**src/rtl/pipe_hazard_ctrl.sv**
```systemverilog
// pipe_hazard_ctrl
//   Hazard and sequencing controller for a 5-stage pipeline. Each cycle it decides
//   the load enable and bubble (flush) for every pipeline latch, where the PC loads
//   from, and whether instruction fetch may use the shared memory port. It also
//   detects load-use hazards, redirects on branch/jump resolved in MEM, stalls on
//   data-memory wait and drains the pipe on halt.
//
//   Handshake: ihit/dhit mark that a memory access completes in the current cycle.
//   A latch loads on a rising edge when its *_en is high; *_flush loads a bubble
//   and takes precedence over *_en.
//
// Ports
//   CLK, RST                     clock, synchronous active-high reset
//   ihit, dhit                   instruction / data memory access complete
//   exmem_*                      MEM-stage instruction attributes
//   idex_dREN, idex_dest_reg     EX-stage load flag and destination register
//   ifid_rs, ifid_rt, ifid_uses_rt  ID-stage source registers
//   pc_en, pc_sel                PC load enable and source (0 pc+4, 1 branch, 2 jump, 3 jr)
//   iREN                         instruction fetch request
//   <latch>_en, <latch>_flush    latch load / bubble controls
//   halt                         processor halted (holds until reset)
//   stall_cnt, flush_cnt         saturating performance counters
//   dbg_state                    current FSM state (0 RUN, 1 DRAIN, 2 HALTED)

module pipe_hazard_ctrl #(
    parameter int DRAIN_CYCLES = 2,
    parameter int CNT_W        = 16
) (
    input  logic             CLK,
    input  logic             RST,
    input  logic             ihit,
    input  logic             dhit,
    input  logic             exmem_dREN,
    input  logic             exmem_dWEN,
    input  logic             exmem_beq,
    input  logic             exmem_bne,
    input  logic             exmem_flagZero,
    input  logic             exmem_jump,
    input  logic             exmem_jr,
    input  logic             exmem_halt,
    input  logic             idex_dREN,
    input  logic [4:0]       idex_dest_reg,
    input  logic [4:0]       ifid_rs,
    input  logic [4:0]       ifid_rt,
    input  logic             ifid_uses_rt,
    output logic             pc_en,
    output logic [1:0]       pc_sel,
    output logic             iREN,
    output logic             ifid_en,
    output logic             ifid_flush,
    output logic             idex_en,
    output logic             idex_flush,
    output logic             exmem_en,
    output logic             exmem_flush,
    output logic             memwb_en,
    output logic             memwb_flush,
    output logic             halt,
    output logic [CNT_W-1:0] stall_cnt,
    output logic [CNT_W-1:0] flush_cnt,
    output logic [1:0]       dbg_state
);

    localparam int DW = (DRAIN_CYCLES > 1) ? $clog2(DRAIN_CYCLES) : 1;

    typedef enum logic [1:0] {
        ST_RUN    = 2'd0,
        ST_DRAIN  = 2'd1,
        ST_HALTED = 2'd2
    } state_t;

    state_t         state_q, state_d;
    logic [DW-1:0]  drain_q, drain_d;
    logic           take_redirect;

    logic dmem_access, dwait, redirect, loaduse;

    assign dmem_access = exmem_dREN | exmem_dWEN;
    assign dwait       = dmem_access & ~dhit;
    assign redirect    = (exmem_beq & exmem_flagZero) | (exmem_bne & ~exmem_flagZero)
                       | exmem_jump | exmem_jr;
    // $0 is hardwired to zero, so a load targeting it never creates a dependency.
    assign loaduse     = idex_dREN & (idex_dest_reg != 5'd0)
                       & ((idex_dest_reg == ifid_rs)
                          | (ifid_uses_rt & (idex_dest_reg == ifid_rt)));

    assign dbg_state = state_q;

    always_comb begin
        pc_en         = 1'b0;
        pc_sel        = 2'd0;
        iREN          = 1'b0;
        ifid_en       = 1'b0;
        ifid_flush    = 1'b0;
        idex_en       = 1'b0;
        idex_flush    = 1'b0;
        exmem_en      = 1'b0;
        exmem_flush   = 1'b0;
        memwb_en      = 1'b0;
        memwb_flush   = 1'b0;
        halt          = 1'b0;
        take_redirect = 1'b0;
        state_d       = state_q;
        drain_d       = drain_q;

        if (RST) begin
            ifid_flush  = 1'b1;
            idex_flush  = 1'b1;
            exmem_flush = 1'b1;
            memwb_flush = 1'b1;
        end else begin
            case (state_q)
                ST_RUN: begin
                    // The data access owns the shared memory port while it is in MEM.
                    iREN = ~dmem_access;
                    if (dwait) begin
                        // Freeze everything; WB gets a bubble so a write-back is not repeated.
                        memwb_flush = 1'b1;
                    end else if (exmem_halt) begin
                        ifid_flush  = 1'b1;
                        idex_flush  = 1'b1;
                        exmem_flush = 1'b1;
                        memwb_en    = 1'b1;
                        state_d     = ST_DRAIN;
                        drain_d     = DW'(DRAIN_CYCLES - 1);
                    end else if (redirect) begin
                        pc_en         = 1'b1;
                        pc_sel        = exmem_jr ? 2'd3 : (exmem_jump ? 2'd2 : 2'd1);
                        ifid_flush    = 1'b1;
                        idex_flush    = 1'b1;
                        exmem_flush   = 1'b1;
                        memwb_en      = 1'b1;
                        take_redirect = 1'b1;
                    end else if (loaduse) begin
                        idex_flush = 1'b1;
                        exmem_en   = 1'b1;
                        memwb_en   = 1'b1;
                    end else if (!ihit) begin
                        ifid_flush = 1'b1;
                        idex_en    = 1'b1;
                        exmem_en   = 1'b1;
                        memwb_en   = 1'b1;
                    end else begin
                        pc_en    = 1'b1;
                        ifid_en  = 1'b1;
                        idex_en  = 1'b1;
                        exmem_en = 1'b1;
                        memwb_en = 1'b1;
                    end
                end
                ST_DRAIN: begin
                    ifid_flush  = 1'b1;
                    idex_flush  = 1'b1;
                    exmem_flush = 1'b1;
                    memwb_en    = 1'b1;
                    if (drain_q == '0) begin
                        state_d = ST_HALTED;
                    end else begin
                        drain_d = drain_q - DW'(1);
                    end
                end
                ST_HALTED: begin
                    halt = 1'b1;
                end
                default: begin
                    state_d = ST_RUN;
                end
            endcase
        end
    end

    always_ff @(posedge CLK) begin
        if (RST) begin
            state_q   <= ST_RUN;
            drain_q   <= '0;
            stall_cnt <= '0;
            flush_cnt <= '0;
        end else begin
            state_q <= state_d;
            drain_q <= drain_d;
            if ((state_q == ST_RUN) && !pc_en && (stall_cnt != '1)) begin
                stall_cnt <= stall_cnt + CNT_W'(1);
            end
            if (take_redirect && (flush_cnt != '1)) begin
                flush_cnt <= flush_cnt + CNT_W'(1);
            end
        end
    end

endmodule

```
**config.mk**
```make
export PLATFORM = sky130hd
export DESIGN_NAME = pipe_hazard_ctrl
export DESIGN_NICKNAME = d
export VERILOG_FILES = /design/src/rtl/pipe_hazard_ctrl.sv
export SDC_FILE = /design/constraint.sdc
export NUM_CORES = 1
export LEC_CHECK = 0
export CAP_MARGIN = 20
export CORE_MARGIN = 4
export CORE_UTILIZATION = 44
export DETAILED_ROUTE_END_ITERATION = 12
export PLACE_DENSITY_LB_ADDON = 0.05
export SYNTH_ARGS = -nofsm -noshare
export SYNTH_HDL_FRONTEND = slang
export SYNTH_SLANG_ARGS = --single-unit
```
**constraint.sdc**
```tcl
create_clock -name CLK -period 3.13 [get_ports CLK]
set_input_delay 0.7825 -clock CLK [delete_from_list [all_inputs] [get_ports CLK]]
set_output_delay 0.7825 -clock CLK [all_outputs]
set_load 0.1 [all_outputs]
```
== Word level (Yosys, flattened, before mapping) ==
Index checks and enable logic that the tools add are counted.

* Bits of input ports: 29
* Logic and storage cells: 110
* Bits in registers: 35
* Output and inout bits: 47

* Bitwise logic cells: 15
* Mux-type cells: 70
* Equal/unequal tests: 9
* Add/sub/neg operators: 3
* Reduce and logical (&&, ||, !) cells: 9

{| class="wikitable"
|+ Operators by type and width
! cell !! number
|-
| $mux W1 || 54
|-
| $add A16 B1 Y16 const B || 2
|-
| $ne A16 B16 Y1 const B || 2
|-
| $mux W2 || 10
|-
| $eq A5 B5 Y1 || 2
|-
| $pmux W1 S2 || 5
|-
| $and A1 B1 Y1 || 6
|-
| $ne A2 B2 Y1 const B || 3
|-
| $pmux W2 S3 || 1
|-
| $or A1 B1 Y1 || 5
|-
| $reduce_bool A5 Y1 || 1
|-
| $not A1 Y1 || 4
|-
| $reduce_and A4 Y1 || 1
|-
| $logic_and A1 B1 Y1 || 3
|-
| $reduce_and A3 Y1 || 1
|-
| $eq A2 B1 Y1 const B || 1
|-
| $eq A2 B2 Y1 const B || 1
|-
| $logic_not A2 Y1 || 1
|-
| $reduce_bool A2 Y1 || 1
|-
| $logic_not A1 Y1 || 1
|-
| $sub A1 B1 Y1 const B || 1
|}

== Logic depth before layout (Yosys ltp) ==
* Depth after elaboration: 13
* Mapped depth: 9
* Mapped depth without buffers: 7

== Worst setup path after synthesis ==
No wires, ideal clock.

* Path type: input-to-output
* From: input port RST
* To: output port iREN
* Path slack: -1.717 ns
* Cell stages on the path: 3
* Required time: 2.348 ns
* Buffers on the path: 2
* Data arrival time: 4.064 ns
* Cell sequence: clkbuf_1 > clkbuf_1 > nor4_1

* Longest elaborated chain between the ends: 1

{| class="wikitable"
|+ RTL lines
! what !! RTL line !! text
|-
| start, declared || 30 || <nowiki>input logic RST,</nowiki>
|-
| $mux W1 || 105 || <nowiki>if (RST) begin</nowiki>
|-
| end, declared || 48 || <nowiki>output logic iREN,</nowiki>
|}

No other way between the ends.

== Final worst setup path ==
* From: input port idex_dest_reg[3]
* To: output port pc_en

* Longest elaborated chain between the ends: 10
* Elaborated cells on any way between the ends: 13
* Those cells by class: eq/ne (2); mux (6); bitwise (4); reduce/logical (1)

{| class="wikitable"
|+ RTL lines
! what !! RTL line !! text
|-
| start, declared || 42 || <nowiki>input logic [4:0] idex_dest_reg,</nowiki>
|-
| $eq A5 B5 Y1 || 84 || <nowiki>| (ifid_uses_rt & (idex_dest_reg == ifid_rt)));</nowiki>
|-
| $and A1 B1 Y1 || 84 ||
|-
| $or A1 B1 Y1 || 84 ||
|-
| $and A1 B1 Y1 (*) || 83 || <nowiki>& ((idex_dest_reg == ifid_rs)</nowiki>
|-
| $mux W1 (*) || 133 || <nowiki>end else if (loaduse) begin</nowiki>
|-
| $mux W1 (*) || 125 || <nowiki>end else if (redirect) begin</nowiki>
|-
| $mux W1 (*) || 118 || <nowiki>end else if (exmem_halt) begin</nowiki>
|-
| $mux W1 (*) || 115 || <nowiki>if (dwait) begin</nowiki>
|-
| $mux W1 (*) || 111 || <nowiki>case (state_q)</nowiki>
|-
| $mux W1 (*) || 105 ||
|-
| end, declared || 46 || <nowiki>output logic pc_en,</nowiki>
|}

Every way passes the cells marked *; elsewhere a longest branch is shown, timed or not.

==> out/qor.yml <==
global_route:
  grt_pass1_wl_um: 8430
  antenna_found_initial: 0
  grt-ovfl-total: 0
  grt_use_total: 0.192
  grt_max_degree: 45
  grt_pass1_vias: 1855
die:
  num_io_pins: 76
  fp.dieW_um: 74.8
  start_util: 0.454
  row_count: 24
  dieArea_mm2: 0.00560
  die_height_um: 74.8
  core_mm2: 0.00432
timing:
  slew_headroom: 0.514
  rsz0062_at_grt: "yes"
  skew_ns: 0.00499
  tightest_slew_ns: 0.723
  fmax_ghz: 0.326
  hold_viol_final: 0
  slew_viol_final: 0
  finalSetupViolations: 0
  min_period_ns: 3.07
  finalCritPeriodShare: 0.979
  fin_ws_ns: 0.0643
layout:
  final_util: 0.737
  drive_above_1_share: 0.332
  finalInstanceArea_mm2: 0.00319
  area_growth_pct: 62.2
  nets: 374
  layout_common_cells: "59 x buf_4, 38 x nor2_1, 35 x dfxtp_1"
  antenna_cells: 0
  n_fill_cell: 360
  layout_commonest_cell: "buf_4"
clocking:
  clk_latency_ns: 0.28
  clk_pin_slew_ns: 0.06
  numCtsBuffers: 5
  cts_buffer_depth: 2
  numClockSinks: 35
  hold_buffers: 0
  htreeDepth: 2
  root_buffer: "clkbuf_8"
  cts_tree: "built"
status:
  status: "complete, no violations"
synthesis:
  synthArstFlopShare: 0
  synth-seq-cells: 35
  seq_area_frac_synth: 0.357
  yosysWarnings: 0
  yosysTopAreaCell: "dfxtp_1"
  synth_area_mm2: 0.00196
  syn-num-nets: 273
  synth_ff_type: "dfxtp_1"
  syn_area_per_cell_um2: 8.12
  synthTopCellsByArea: "dfxtp_1 36%, xnor2_1 9.8%, nor2_1 7.6%, a21oi_1 3.6%, nand3_1 3.6%"
  ys_types: 41
  synthCells: 242
  synth_edf_count: 0
  synth.top_cell.area_share: 0.357
placement:
  place_area_mm2: 0.00302
  gp_congestion: 0.799
  dp_hpwl_um: 4020
  io_buffers: 75
  pre_cts_ws_ns: -0.308
worst_hold_path:
  hold_class: "flip-flop to flip-flop"
critical_path:
  crit_buf_inv: 2
  crit_chain: "clkdlybuf4s15_1 > or4_4 > o21ai_4 > nand2b_4 > nand2_2 > a21oi_2 > buf_12"
  critPathSlowestCell: "or4_4"
  path_delay_family: "simple AND/OR/NAND/NOR gates"
  crit_path_max_incr_delay_ns: 0.53
  crit_type: "input pin to output pin"
  crit_fanout: 5
  cp.required_ns: 2.35
  cp-end-kind: "output pin"
  worstPathArrival_ns: 2.28
  cp-start-kind: "input pin"
drt:
  vias_per_cell: 5.11
  drc: 0
  ant_nets: 0
  totalWireLength_um: 5340
  via_count: 2020
  wl_per_cell_um: 13.5
  dr.first_iter.drc_count: 94
  firstDrtPassIters: 4
pwr:
  pwr_density_cell_mw_per_mm2: 371
  ir_drop_mv: 0.302
  leakage_nw: 1.29
job:
  drv_cap: 0
## power by group
group | leakage [nW] | internal (W) | switching [W] | total, W
registers | 0.283 | 0.000456 | 0.0000156 | 0.000472
clock network | 0.0470 | 0.000173 | 0.000157 | 0.000329
logic | 0.965 | 0.000145 | 0.000237 | 0.000382
total | 1.29 | 0.000774 | 0.000410 | 0.00118
## synth_stat cells (2+ instances only)
master and instances:
nor2_1 40, dfxtp_1 35, xnor2_1 22, nand2_1 15, a21oi_1 14, nand3_1 14, nor3_1 9, nand4_1 8
xor2_1 8, and3_1 7, clkbuf_1 6, nand2b_1 6, inv_1 5, nor2b_1 4, o21ai_0 4, or4_1 4
a31o_2 3, and2_1 3, and4_1 3, o21bai_1 3, o31ai_1 3, ha_1 2, mux2i_1 2, nor3b_1 2
nor4_1 2, or2_2 2, or3_1 2
## final timing paths
kind	slack, ns	startpoint	cells after the start	to
setup / recovery	0.06	idex_dest_reg[3]	7	pc_en
hold reg to reg	0.52	drain_q	2	drain_q
setup reg to reg	0.90	dbg_state[1]	7	stall_cnt[11]
hold / removal	0.52	drain_q	2	drain_q
## area by class of cell
class / count / area (µm²) / share of cell area
Timing Repair Buffer: 101 / 982 / 0.308
Sequential cell: 35 / 701 / 0.220
Multi-Input combinational cell: 195 / 1330 / 0.418
Tap cell: 52 / 65.1 / 0.0204
Inverter: 5 / 18.8 / 0.00589
Clock buffer: 6 / 82.6 / 0.0259
Clock inverter: 1 / 5.00 / 0.00157
## repair_timing
item                       in CTS  in global routing
resized for setup              20                 19
setup endpoints to repair       8                  6
pin swaps                       7                 13
buffers inserted                2                  0
## worst reg2reg max path, delay by kind of cell (launching register included)
family	cells	cell delay [ns]
flip-flops	1	0.39
buffers and inverters	1	0.28
AND/OR/NAND/NOR	5	1.13
multiplexers	1	0.33
## layer usage
metal,share of wire,track usage,up-vias
li1,-,-,1039
met1,0.42,0.234,932
met2,0.52,0.345,43
met3,0.053,0.0401,6
met4,0.0095,0.0474,0
met5,0,0,-
## flip-flops by register name, indices dropped and copies added (netlist names)
signal	count
drain_q	1
flush_cnt	16
dbg_state	2
stall_cnt	16
## cells by family after synthesis
logic type / synth area share
simple gates: 0.343
flops: 0.357
compound gates: 0.111
xor+xnor: 0.134
buf+inv: 0.0268
mux: 0.0159
fa+ha+maj: 0.0127
## metrics by stage
step | setup TNS, ns | hold slack, ns | std cells | power (W)
floorplan | -1.14 | 0.476 | 242 | 0.000711
global placement | -2.37 | 0.493 | 386 | 0.000848
detailed placement | -2.95 | 0.503 | 386 | 0.000853
CTS | 0 | 0.518 | 395 | 0.00118
global route | -0.0185 | 0.537 | 395 | 0.00123
finish | 0 | 0.519 | 395 | 0.00118
(Power assumes the default switching activity.)
==> variant 1, RTL diff (same settings) <==
Register the output `flush_cnt` once more; this adds one clock of latency there. The other outputs are not delayed to match.
--- a/src/rtl/pipe_hazard_ctrl.sv
+++ b/src/rtl/pipe_hazard_ctrl.sv
@@ -68,4 +68,6 @@
         ST_HALTED = 2'd2
     } state_t;
+
+    logic [CNT_W-1:0] flush_cnt_s0;
 
     state_t         state_q, state_d;
@@ -174,5 +176,5 @@
             drain_q   <= '0;
             stall_cnt <= '0;
-            flush_cnt <= '0;
+            flush_cnt_s0 <= '0;
         end else begin
             state_q <= state_d;
@@ -181,10 +183,14 @@
                 stall_cnt <= stall_cnt + CNT_W'(1);
             end
-            if (take_redirect && (flush_cnt != '1)) begin
-                flush_cnt <= flush_cnt + CNT_W'(1);
+            if (take_redirect && (flush_cnt_s0 != '1)) begin
+                flush_cnt_s0 <= flush_cnt_s0 + CNT_W'(1);
             end
         end
     end
 
+    always_ff @(posedge CLK) begin
+        flush_cnt <= flush_cnt_s0;
+    end
+
 endmodule
 
Behaviour: not the same (a bounded check fails within 4 cycles, from zero or initial values and one cycle with RST high).
==> variant 1 against the unedited design <==
Synthesized cell count is 14% higher. Sequential share of layout area is 5.7 points higher. Register-to-register slack gained 0.04 ns. Area after synthesis increased by 21%. Sequential cell count is 16 higher. Count of clock-buffer cells in the layout unchanged. Setup slack got worse by 0.0076 ns. Maximum frequency is 0.25% lower. Wire length up 16%. Total power grew 27%. First-iteration DRC count is 6.4% lower. Core utilization down 2.3 points. Design area rose by 16%. Largest power group unchanged.
==> variant 1: results (changes against the unedited design) <==
* Synthesized area per cell at 8.63 µm² (+6.3%)
* Final HPWL DP at 4760 µm (+19%)
* Largest net degree at the start of global routing at 26 (-42%)
* Cell Pwr Density at 406 nW/µm² (+9.3%)
* Setup slack, reg-to-reg at 0.94 ns (+0.04 ns)
* Drt first-iter violations at 88 (-6.4%)
* Sequential cell area fraction in the yosys report at 0.429 (+0.0721)
* CP max stage cell: clkdlybuf4s50_1
* Yosys cell types at 44 (+7.3%)
* Synth Area in Adders at 0.0105 (-0.00223)
* Routed WL at 6180 µm (+16%)
* DP Cell Count at 437 (+13%)
* Resized cells post-CTS at 14 (-30%)
* Hold depth at 0 (-2)
* Met1 Track Usage GR at 0.252 (+0.0180)
* Worst setup path start: exmem_dREN
* Compound-gate portion of the synthesized area at 0.132 (+0.0210)
* Layout cells sized above 1 at 0.306 (-0.0263)
* Worst setup path end: ifid_flush
* DP Worst Slack at -0.298 ns (+0.00980 ns)
* GR Util met3 at 0.0800 (+0.0400)
* Setup WS post-layout at 0.0567 ns (-0.00760 ns)
* Met2 Resource Use GR at 0.293 (-0.0522)
* Worst r2r src: stall_cnt[0]$_SDFFE_PP0P_
* VDD IR max at 0.211 mV (-30%)
* WL met3 at 619 µm (+120%)
* Cell family with most CP delay: buffers and inverters
* Outcome: completed
* Top cells by area, synth: dfxtp_1 43%, nor2_1 5.7%, xor2_1 5.5%
* Hold endpoint: flush_cnt[12]$_DFF_P_
* Skew final at 0.0102 ns (+0.00521 ns)
* Worst-path clk slew at 0.09 ns (+0.03 ns)
* Filler cells at 406 (+13%)
* Net count after synthesis at 307 (+12%)
* Met2 WL at 2650 µm (-4.5%)
* PortBufs at 75 (unchanged)
* Multiplexer area fraction after synthesis at 0.0179 (+0.00194)
* Routed length per placed instance at 13.8 µm (+1.7%)
* Nets@finish at 409 (+9.4%)
* Worst slew pin tran at 0.597 ns (-0.126 ns)
* Final GP Congestion at 0.852 (+6.6%)
* Clk Latency, worst-skew pair at 0.30 ns (+0.02 ns)
* Reg2reg end: stall_cnt[5]$_SDFFE_PP0P_
* Commonest cells post-synth: 51 x dfxtp_1, 36 x nor2_1, 18 x nand2_1
* GRT Util Overall at 0.192 (+0.000206)
* Wl on met1 at 2840 µm (+27%)
* Switching power at 452 µW (+10%)
* Xor and xnor area share after synthesis at 0.0883 (-0.0455)
* Crit Path Max Fanout at 4 (-1)
* P_comb at 365 µW (-4%)
-- variant 1: cell types whose count changed in the layout (fill, tap and decap cells not counted), moves of 4 or more --
cell and change:
buf_4 +5, xnor2_1 -13, o31ai_1 +4, nor4_1 +5, nor2_1 -9, dfxtp_1 +14, xor2_1 +7, nand2_1 +5
-- variant 1: kinds of logic (layout without fill, tap and decap cells) --
logic type                 after synthesis  after routing
AOI/OAI and AO/OA                       46             46
and+or+nand+nor                        132            132
xor gates and xnor gates                24             24
DFF                                     51             51
muxes                                    4              4
buffers and inverters                   17            120
adders and majority gates                2              2
-- variant 1: final cells by class --
| type | instances | area [µm²] | share of cell area |
|---|---|---|---|
| multi-input cells | 208 | 1410 | 0.383 |
| repair buffers | 107 | 1040 | 0.281 |
| clock buffers | 6 | 72.6 | 0.0197 |
| clock inverters | 2 | 38.8 | 0.0105 |
| flip-flops and latches | 51 | 1020 | 0.277 |
| well taps | 70 | 87.6 | 0.0237 |
| inverters | 5 | 18.8 | 0.00509 |
==> variant 2, RTL diff (same settings) <==
Made on the original files. The parameter `DRAIN_CYCLES` goes from 2 to 1.
--- a/src/rtl/pipe_hazard_ctrl.sv
+++ b/src/rtl/pipe_hazard_ctrl.sv
@@ -24,5 +24,5 @@
 
 module pipe_hazard_ctrl #(
-    parameter int DRAIN_CYCLES = 2,
+    parameter int DRAIN_CYCLES = 1,
     parameter int CNT_W        = 16
 ) (
Behaviour: not the same (a bounded check fails within 4 cycles, from zero or initial values and one cycle with RST high).
==> variant 2 against the unedited design <==
Clock power shrank 6.7%. Sequential cell count shrank 1. Area after synthesis grew 0.45%. Sequential power shrank 3%. Design area is essentially flat. Wire length grew 3.7%. Total power shrank 4.2%. Cell count grew 1.8%. Setup slack lost 0.016 ns. Critical endpoint is now ifid_flush.
==> variant 2: results (changes against the unedited design) <==
* Routed WL at 5540 µm (+3.7%)
* CP max stage cell: dlygate4sd2_1
* LEAKAGE at 1.28 nW (-1.4%)
* DP Cell Count at 389 (+0.78%)
* Slew headroom at 0.631 (+0.116)
* Max incr delay on CP at 0.26 ns (-0.27 ns)
* First-pass GRT wire length at 8940 µm (+6.0%)
* Vias/cell at 5.40 (+5.7%)
* Nets@finish at 381 (+1.9%)
* Non-Filler Instances at 402 (+1.8%)
* Final GP Congestion at 0.775 (-3.0%)
* Outcome: completed
* Skew final at 0.00269 ns (-0.00230 ns)
* Vias in the first global route at 2,049 (+10%)
* Net count after synthesis at 278 (+1.8%)
* DP Area at 3030 µm² (+0.37%)
* GRT Util Overall at 0.204 (+0.0120)
* Largest net degree at the start of global routing at 33 (-27%)
* Sequential cell area fraction in the yosys report at 0.345 (-0.0117)
* Commonest cells post-synth: 37 x nor2_1, 34 x dfxtp_1, 16 x xor2_1
* Final HPWL DP at 4090 µm (+1.9%)
* Layout cells sized above 1 at 0.323 (-0.00950)
* Worst EP arrival at 2.30 ns (+0.02 ns)
* Top cells by area, synth: dfxtp_1 34%, xor2_1 7.1%, nor2_1 7.0%
* VDD IR max at 0.247 mV (-18%)
* Yosys cell types at 46 (+12%)
[variant 2: changes by cell type after synthesis, sizes merged, moves of 3 or more]
cell | before | now
nand2b | 6 | 0
or3 | 2 | 11
xnor2 | 22 | 8
and2 | 5 | 1
a31o | 3 | 0
inv | 5 | 10
o21ai | 5 | 12
clkbuf | 6 | 3
xor2 | 8 | 16
nand2 | 15 | 12
buf | 1 | 5
and3 | 7 | 2
nor2 | 41 | 38
mux2 | 1 | 5
[variant 2: worst paths after layout]
check / startpoint / endpoint / slack [ns] / cells after the start
setup / recovery: idex_dest_reg[0] / ifid_flush / 0.05 / 8
hold / removal: flush_cnt[13]$_SDFFE_PP0P_ / flush_cnt[13]$_SDFFE_PP0P_ / 0.52 / 2
setup reg to reg: stall_cnt[0]$_SDFFE_PP0P_ / stall_cnt[1]$_SDFFE_PP0P_ / 0.81 / 9
hold reg to reg: flush_cnt[13]$_SDFFE_PP0P_ / flush_cnt[13]$_SDFFE_PP0P_ / 0.52 / 2
[variant 2: layer usage]
| layer | GRT usage | vias to the layer above |
|---|---|---|
| met5 | 0 | - |
| met2 | 0.364 | 62 |
| met4 | 0.0711 | 0 |
| li1 | - | 1089 |
| met3 | 0.0401 | 7 |
| met1 | 0.243 | 1014 |
[variant 2: worst max-delay path: cells and delay by family]
kind,cells,cell delay [ns]
buffers and inverters,4,0.64
AND/OR/NAND/NOR,1,0.24
AO/OA/AOI/OAI,2,0.51
XOR/XNOR,1,0.12
[variant 2: power by group]
group / leakage (nW) / total (mW) / switching (mW) / internal [mW]
sequential: 0.275 / 0.458 / 0.0156 / 0.442
clock: 0.0383 / 0.307 / 0.154 / 0.153
combinational: 0.963 / 0.369 / 0.230 / 0.139
[variant 2: kinds of logic (layout without fill, tap and decap cells)]
logic type,after synthesis,count (layout),share of synthesized area
adder cells (fa/ha/maj),2,2,0.0127
flip-flops,34,34,0.345
XOR/XNOR,24,24,0.107
AO/OA/AOI/OAI,43,43,0.136
buffers and inverters,18,121,0.0406
AND/OR/NAND/NOR,118,118,0.316
multiplexers,8,8,0.0438
[variant 2: final cells by class]
type	count	area [µm²]
sequential	34	681
fill	345	1170
inverter	10	40.0
timing repair buffer	104	998
tap	52	65.1
clock buffer	7	76.3
multi-input combinational	195	1330
[variant 2: what timing repair did]
action | in CTS | in global routing
setup endpoints to repair | 6 | 5
setup buffers | 6 | 0
pin swaps | 16 | 11
resized for setup | 33 | 13
gates cloned | 0 | 0
